--- src/rtl/pipe_trace_buffer_if.sv ---
// rtl/pipe_trace_buffer_if.sv - capture/readout signal bundle for the trace buffer
interface pipe_trace_buffer_if #(
  parameter int DATA_W = 32,
  parameter int ADDR_W = 4,
  parameter int CYC_W  = 32
) ();
  logic              arm;
  logic              sample_valid;
  logic [DATA_W-1:0] sample_data;
  logic              trig_in;
  logic [ADDR_W:0]   post_trig;
  logic              rd_req;
  logic [DATA_W-1:0] rd_data;
  logic [CYC_W-1:0]  rd_stamp;
  logic              rd_trig;
  logic              rd_valid;
  logic              rd_last;
  logic [1:0]        state;
  logic [ADDR_W:0]   entries;

  modport master (
    output arm, sample_valid, sample_data, trig_in, post_trig, rd_req,
    input  rd_data, rd_stamp, rd_trig, rd_valid, rd_last, state, entries
  );

  modport slave (
    input  arm, sample_valid, sample_data, trig_in, post_trig, rd_req,
    output rd_data, rd_stamp, rd_trig, rd_valid, rd_last, state, entries
  );
endinterface

--- src/rtl/pipe_trace_buffer.sv ---
// rtl/pipe_trace_buffer.sv - trigger-based circular capture buffer with oldest-first readout
module pipe_trace_buffer #(
  parameter int DATA_W = 32,
  parameter int DEPTH  = 16,
  parameter int ADDR_W = 4,
  parameter int CYC_W  = 32
) (
  input  logic              clock,
  input  logic              reset,
  pipe_trace_buffer_if.slave bus
);

  localparam int              ENT_W    = 1 + CYC_W + DATA_W;
  localparam logic [ADDR_W:0] DEPTH_C  = (ADDR_W+1)'(DEPTH);
  localparam logic [ADDR_W:0] POST_MAX = (ADDR_W+1)'(DEPTH - 1);

  typedef enum logic [1:0] {
    S_IDLE  = 2'd0,
    S_ARMED = 2'd1,
    S_POST  = 2'd2,
    S_DONE  = 2'd3
  } state_t;

  state_t            state_q, state_d;
  logic [CYC_W-1:0]  cyc_q, cyc_d;
  logic [ADDR_W-1:0] wptr_q, wptr_d;
  logic [ADDR_W-1:0] rptr_q, rptr_d;
  logic [ADDR_W:0]   entries_q, entries_d;
  logic [ADDR_W:0]   remaining_q, remaining_d;
  logic [ADDR_W:0]   post_cnt_q, post_cnt_d;
  logic              pend_q, pend_d;
  logic [DATA_W-1:0] rd_data_q, rd_data_d;
  logic [CYC_W-1:0]  rd_stamp_q, rd_stamp_d;
  logic              rd_trig_q, rd_trig_d;
  logic              rd_valid_q, rd_valid_d;
  logic              rd_last_q, rd_last_d;

  // Entry layout: {trig flag, stamp, data}
  logic [ENT_W-1:0]  buf_q [DEPTH];
  logic [ENT_W-1:0]  rd_entry;
  logic              buf_we;
  logic              buf_wtrig;
  logic              go_done;
  logic [ADDR_W:0]   post_clamp;

  assign rd_entry = buf_q[rptr_q];

  always_comb begin
    state_d     = state_q;
    cyc_d       = cyc_q + 1'b1;
    wptr_d      = wptr_q;
    rptr_d      = rptr_q;
    entries_d   = entries_q;
    remaining_d = remaining_q;
    post_cnt_d  = post_cnt_q;
    pend_d      = pend_q;
    rd_data_d   = rd_data_q;
    rd_stamp_d  = rd_stamp_q;
    rd_trig_d   = rd_trig_q;
    rd_valid_d  = 1'b0;
    rd_last_d   = 1'b0;
    buf_we      = 1'b0;
    buf_wtrig   = 1'b0;
    go_done     = 1'b0;
    post_clamp  = (bus.post_trig > POST_MAX) ? POST_MAX : bus.post_trig;

    if (bus.arm) begin
      state_d   = S_ARMED;
      entries_d = '0;
      wptr_d    = '0;
      pend_d    = 1'b0;
    end else begin
      unique case (state_q)
        S_IDLE: ;
        S_ARMED: begin
          if (bus.trig_in) begin
            post_cnt_d = post_clamp;
            if (bus.sample_valid) begin
              buf_we    = 1'b1;
              buf_wtrig = 1'b1;
              if (post_clamp == '0) begin
                go_done = 1'b1;
              end else begin
                state_d = S_POST;
              end
            end else begin
              pend_d  = 1'b1;
              state_d = S_POST;
            end
          end else if (bus.sample_valid) begin
            buf_we = 1'b1;
          end
        end
        S_POST: begin
          if (bus.sample_valid) begin
            buf_we = 1'b1;
            if (pend_q) begin
              // The deferred trigger sample itself is not a post sample.
              buf_wtrig = 1'b1;
              pend_d    = 1'b0;
              go_done   = (post_cnt_q == '0);
            end else begin
              post_cnt_d = post_cnt_q - 1'b1;
              go_done    = (post_cnt_q == (ADDR_W+1)'(1));
            end
          end
        end
        S_DONE: begin
          if (bus.rd_req && (remaining_q != '0)) begin
            rd_valid_d  = 1'b1;
            rd_data_d   = rd_entry[DATA_W-1:0];
            rd_stamp_d  = rd_entry[DATA_W +: CYC_W];
            rd_trig_d   = rd_entry[ENT_W-1];
            rd_last_d   = (remaining_q == (ADDR_W+1)'(1));
            rptr_d      = rptr_q + 1'b1;
            remaining_d = remaining_q - 1'b1;
            if (remaining_q == (ADDR_W+1)'(1)) begin
              state_d = S_IDLE;
            end
          end
        end
        default: ;
      endcase
    end

    if (buf_we) begin
      wptr_d    = wptr_q + 1'b1;
      entries_d = (entries_q == DEPTH_C) ? entries_q : entries_q + 1'b1;
    end

    // Readout window is derived from the pointer/count after this edge's write.
    if (go_done) begin
      state_d     = S_DONE;
      rptr_d      = (entries_d == DEPTH_C) ? wptr_d : '0;
      remaining_d = entries_d;
    end
  end

  always_ff @(posedge clock) begin
    if (reset) begin
      state_q     <= S_IDLE;
      cyc_q       <= '0;
      wptr_q      <= '0;
      rptr_q      <= '0;
      entries_q   <= '0;
      remaining_q <= '0;
      post_cnt_q  <= '0;
      pend_q      <= 1'b0;
      rd_data_q   <= '0;
      rd_stamp_q  <= '0;
      rd_trig_q   <= 1'b0;
      rd_valid_q  <= 1'b0;
      rd_last_q   <= 1'b0;
    end else begin
      state_q     <= state_d;
      cyc_q       <= cyc_d;
      wptr_q      <= wptr_d;
      rptr_q      <= rptr_d;
      entries_q   <= entries_d;
      remaining_q <= remaining_d;
      post_cnt_q  <= post_cnt_d;
      pend_q      <= pend_d;
      rd_data_q   <= rd_data_d;
      rd_stamp_q  <= rd_stamp_d;
      rd_trig_q   <= rd_trig_d;
      rd_valid_q  <= rd_valid_d;
      rd_last_q   <= rd_last_d;
    end
  end

  always_ff @(posedge clock) begin
    if (!reset && buf_we) begin
      buf_q[wptr_q] <= {buf_wtrig, cyc_q, bus.sample_data};
    end
  end

  assign bus.rd_data  = rd_data_q;
  assign bus.rd_stamp = rd_stamp_q;
  assign bus.rd_trig  = rd_trig_q;
  assign bus.rd_valid = rd_valid_q;
  assign bus.rd_last  = rd_last_q;
  assign bus.state    = state_q;
  assign bus.entries  = entries_q;

endmodule
--- src/flat_wrapper.sv ---
// flat-port wrapper written by rule: the top's interface ports become plain ports
module pipe_trace_buffer_flat 
#(
  parameter int DATA_W = 32,
  parameter int DEPTH  = 16,
  parameter int ADDR_W = 4,
  parameter int CYC_W  = 32
)
  (clock, reset, bus_arm, bus_sample_valid, bus_sample_data, bus_trig_in, bus_post_trig, bus_rd_req, bus_rd_data, bus_rd_stamp, bus_rd_trig, bus_rd_valid, bus_rd_last, bus_state, bus_entries);
  pipe_trace_buffer_if #(.DATA_W(DATA_W), .ADDR_W(ADDR_W), .CYC_W(CYC_W)) bus_i ();
  input  logic clock;
  input  logic reset;
  input wire logic [$bits(bus_i.arm)-1:0] bus_arm;
  input wire logic [$bits(bus_i.sample_valid)-1:0] bus_sample_valid;
  input wire logic [$bits(bus_i.sample_data)-1:0] bus_sample_data;
  input wire logic [$bits(bus_i.trig_in)-1:0] bus_trig_in;
  input wire logic [$bits(bus_i.post_trig)-1:0] bus_post_trig;
  input wire logic [$bits(bus_i.rd_req)-1:0] bus_rd_req;
  output wire logic [$bits(bus_i.rd_data)-1:0] bus_rd_data;
  output wire logic [$bits(bus_i.rd_stamp)-1:0] bus_rd_stamp;
  output wire logic [$bits(bus_i.rd_trig)-1:0] bus_rd_trig;
  output wire logic [$bits(bus_i.rd_valid)-1:0] bus_rd_valid;
  output wire logic [$bits(bus_i.rd_last)-1:0] bus_rd_last;
  output wire logic [$bits(bus_i.state)-1:0] bus_state;
  output wire logic [$bits(bus_i.entries)-1:0] bus_entries;
  assign bus_i.arm = bus_arm;
  assign bus_i.sample_valid = bus_sample_valid;
  assign bus_i.sample_data = bus_sample_data;
  assign bus_i.trig_in = bus_trig_in;
  assign bus_i.post_trig = bus_post_trig;
  assign bus_i.rd_req = bus_rd_req;
  assign bus_rd_data = bus_i.rd_data;
  assign bus_rd_stamp = bus_i.rd_stamp;
  assign bus_rd_trig = bus_i.rd_trig;
  assign bus_rd_valid = bus_i.rd_valid;
  assign bus_rd_last = bus_i.rd_last;
  assign bus_state = bus_i.state;
  assign bus_entries = bus_i.entries;
  pipe_trace_buffer #(.DATA_W(DATA_W), .DEPTH(DEPTH), .ADDR_W(ADDR_W), .CYC_W(CYC_W)) u_core (.clock(clock), .reset(reset), .bus(bus_i));
endmodule
--- config.mk ---
export PLATFORM = sky130hd
export DESIGN_NAME = pipe_trace_buffer_flat
export DESIGN_NICKNAME = d
export VERILOG_FILES = /design/src/rtl/pipe_trace_buffer_if.sv /design/src/rtl/pipe_trace_buffer.sv /design/src/flat_wrapper.sv
export SDC_FILE = /design/constraint.sdc
export NUM_CORES = 1
export LEC_CHECK = 0
export ABC_AREA = 1
export CAP_MARGIN = 20
export CORE_UTILIZATION = 35
export CTS_CLUSTER_DIAMETER = 30
export DETAILED_ROUTE_END_ITERATION = 8
export DONT_BUFFER_PORTS = 1
export GPL_TIMING_DRIVEN = 0
export PLACE_DENSITY = 0.58
export SLEW_MARGIN = 15
export SYNTH_ARGS = -nofsm -noshare
export SYNTH_HDL_FRONTEND = slang
export SYNTH_SLANG_ARGS = --single-unit
--- constraint.sdc ---
create_clock -name clock -period 11.6 [get_ports clock]
set_input_delay 3.48 -clock clock [delete_from_list [all_inputs] [get_ports clock]]
set_output_delay 3.48 -clock clock [all_outputs]
set_load 0.02 [all_outputs]
==> impl_metrics.json <==
{
  "status": "finished clean",
  "ir_drop_mv": 0.123,
  "synth_top_family_by_area": "simple AND/OR/NAND/NOR gates",
  "cts_max_level": 4,
  "syn2layout_area_growth_pct": 24.6,
  "crit_arrival_ns": 6.39,
  "synth_warnings": 0,
  "antenna_cells": 0,
  "worstPathMaxFanout": 19,
  "clkSlewWorstSetupHoldPaths_ns": 0.04,
  "route.final.wire_length_mm": 143,
  "syn_avg_cell_area_um2": 12.2,
  "synth_xor_xnor_area_share": 0.00319,
  "fmax_mhz": 170,
  "rsz0062_at_grt": "false",
  "dr.pass1.iters": 6,
  "fill_cells": 11800,
  "synth_nets": 3899,
  "ff2ff_path_depth": 10,
  "max-slew-margin-rel": 0.221,
  "drt_iter0_drc": 3683,
  "viasPerCell": 5.29,
  "synth_edf_count": 1040,
  "cp-startpoint": "reset",
  "antenna_found_initial": 3,
  "fp.dieW_um": 367,
  "die_height_um": 367,
  "drc": 0,
  "place_area_um2": 50200,
  "dp_hpwl_mm": 91.0,
  "r2r_slack_ns": 8.18,
  "grt_pass1_vias": 31400,
  "setup_violations": 0,
  "clk_latency_ns": 0.82,
  "grt_usage": 0.208,
  "cts_sinks": 1165,
  "fin_area_um2": 58200,
  "core-area_um2": 132000,
  "maxCapViolations": 0,
  "fin_crit_sh": 0.508,
  "setup.worst_path.end": "u_core.buf_q[0][7]",
  "hold_buffers": 0,
  "grt_pass1_wl_mm": 208,
  "io-pin-count": 117,
  "critPathLaunchType": "input port",
  "cts-root-buf": "clkbuf_16",
  "synth_seq_cells": 1165,
  "place.gp.congestion": 0.826,
  "post_route_cells_drive_above_1_share": 0.134,
  "clockBufferDepth": 3,
  "ys_seq_area_frac": 0.722,
  "r2r_end": "u_core.buf_q[0][7]",
  "synth_top_area_share": 0.668,
  "required_ns": 12.10,
  "grt_overflow_total": 0,
  "powerDensity_nw_per_um2": 196,
  "cts_resized": 0,
  "postRouteAntennaNets": 0,
  "cts_setup_buffers": 0,
  "numCtsBuffers": 229,
  "synth_top_cell_by_area": "edfxtp_1",
  "cts_tree": "yes",
  "postSynth.asyncResetShare": 0,
  "yosysUniqueCellTypes": 39,
  "synth.most_common_cell": "edfxtp_1",
  "synth_cells": 3840,
  "slew_viol_final": 0,
  "hold_path.class": "register to register",
  "synth_area_um2": 46700,
  "synth_compound_area_frac": 0.115,
  "synth_fa_ha_area_frac": 0.00428,
  "synthMuxAreaShare": 0,
  "worst_slew_pin_slew_ns": 1.17,
  "crit_path_end_kind": "register",
  "routedWlPerCell_um": 23.5,
  "portBuffers": 0,
  "die-area_um2": 135000,
  "hold_viol": 0,
  "total_leakage_power_nw": 19.6,
  "synthTopCellsByCount": "1,040 x edfxtp_1, 880 x nor2_1, 393 x o21ai_0",
  "vias": 32200,
  "nets": 4183,
  "reg2reg_from": "u_core.bus.state[0]",
  "synth-simple-area-share": 0.117,
  "start_util": 0.354,
  "worst-setup-path-type": "input port to register",
  "yosys_most_used_dff": "edfxtp_1",
  "final.min_clock_period_ns": 5.89,
  "rows": 133,
  "finalSetupTns_ns": 0,
  "yosys-top-cells-area": "edfxtp_1 67%, nor2_1 7.1%, dfxtp_1 5.4%",
  "fin_skew_ns": 0.0303,
  "grt_max_degree": 23
}
==> cells by family (layout without fill, tap and decap cells) <==
kind of cell / count (synthesis) / after routing
compound gates: 912 / 912
xor+xnor: 17 / 17
fa+ha+maj: 16 / 16
buf+inv: 385 / 871
flops: 1165 / 1165
simple gates: 1345 / 1345
==> worst min-delay path by stage <==
stage / startpoint / end / slack, ns / cells after the start
after floorplan: u_core.post_cnt_q[2] / u_core.post_cnt_q[2] / 0.46 / 2
after global placement: u_core.post_cnt_q[3] / u_core.post_cnt_q[3] / 0.49 / 2
after detailed placement: u_core.post_cnt_q[2] / u_core.post_cnt_q[2] / 0.49 / 2
after CTS: u_core.post_cnt_q[3] / u_core.post_cnt_q[3] / 0.50 / 2
after global routing: u_core.post_cnt_q[3] / u_core.post_cnt_q[3] / 0.52 / 2
final: u_core.post_cnt_q[3] / u_core.post_cnt_q[3] / 0.50 / 2
==> cell usage in the layout (no fill, tap or decap), drive strengths merged <==
cell	Yosys	layout
o211ai	260	260
o31ai	1	1
nand2	181	181
inv	136	167
o21ai	546	546
a21oi	35	35
clkbuf	108	361
edfxtp	1040	1040
xnor2	5	5
nor3b	1	1
o21a	67	67
nand3	244	244
nand3b	1	1
or2	6	6
bufinv	0	35
dfxtp	125	125
xor2	12	12
a311oi	1	1
nor3	21	21
nand4	9	9
clkinv	2	86
clkinvlp	0	30
buf	139	192
nor2	881	881
a21boi	1	1
ha	16	16
o21bai	1	1
and2	1	1
==> critical path, stage by stage <==
cell and delay (ns):
buf_2 0.18, clkinv_1 0.44, nand2_1 0.28, nor2_1 0.27, nand2_1 0.30, nor2_4 0.70
buf_12 0.28, buf_12 0.21, buf_16 0.18
==> cell type report <==
class                      count  area (µm²)  share of cell area
clock buffer                 253        5860               0.101
buffer                       247        1280              0.0220
tap                         1755        2200              0.0377
sequential                  1165       33700               0.579
multi-input combinational   2290       11300               0.194
clock inverter               180        2160              0.0372
timing repair buffer          53        1130              0.0195
inverter                     138         526             0.00903
==> power by group <==
part,switching (W),leakage (nW),internal (W)
Sequential,0.0000126,10.5,0.00456
Combinational,0.0000780,5.27,0.0000326
Clock,0.00231,3.82,0.00445
==> sequential cells by signal, summed over array words and instances (netlist names) <==
register             cells
u_core.buf_q          1040
u_core.bus.entries       5
u_core.bus.rd_data      32
u_core.bus.rd_last       1
u_core.bus.rd_stamp     32
u_core.bus.rd_trig       1
u_core.bus.rd_valid      1
u_core.bus.state         2
u_core.cyc_q            32
u_core.pend_q            1
u_core.post_cnt_q        5
u_core.remaining_q       5
u_core.rptr_q            4
u_core.wptr_q            4
==> metal layers <==
layer | global-route usage | vias to the layer above | part of all wire
li1 | - | 14500 | -
met1 | 0.277 | 15900 | 0.41
met2 | 0.333 | 1427 | 0.47
met3 | 0.0379 | 282 | 0.081
met4 | 0.0882 | 0 | 0.037
met5 | 0 | - | 0
==> metrics by stage <==
stage	utilization	instances	power, W	hold slack [ns]	worst slack (ns)
6_report	0.441	6081	0.0114	0.502	5.71
5_1_grt	0.441	6081	0.0117	0.525	5.55
4_1_cts	0.441	6081	0.0115	0.501	5.72
3_5_place_dp	0.380	5648	0.00476	0.493	4.85
3_3_place_gp	0.371	5595	0.00476	0.489	0.0937
2_1_floorplan	-	3840	0.00471	0.459	4.25
No activity file was read; power rests on OpenSTA's default activity.
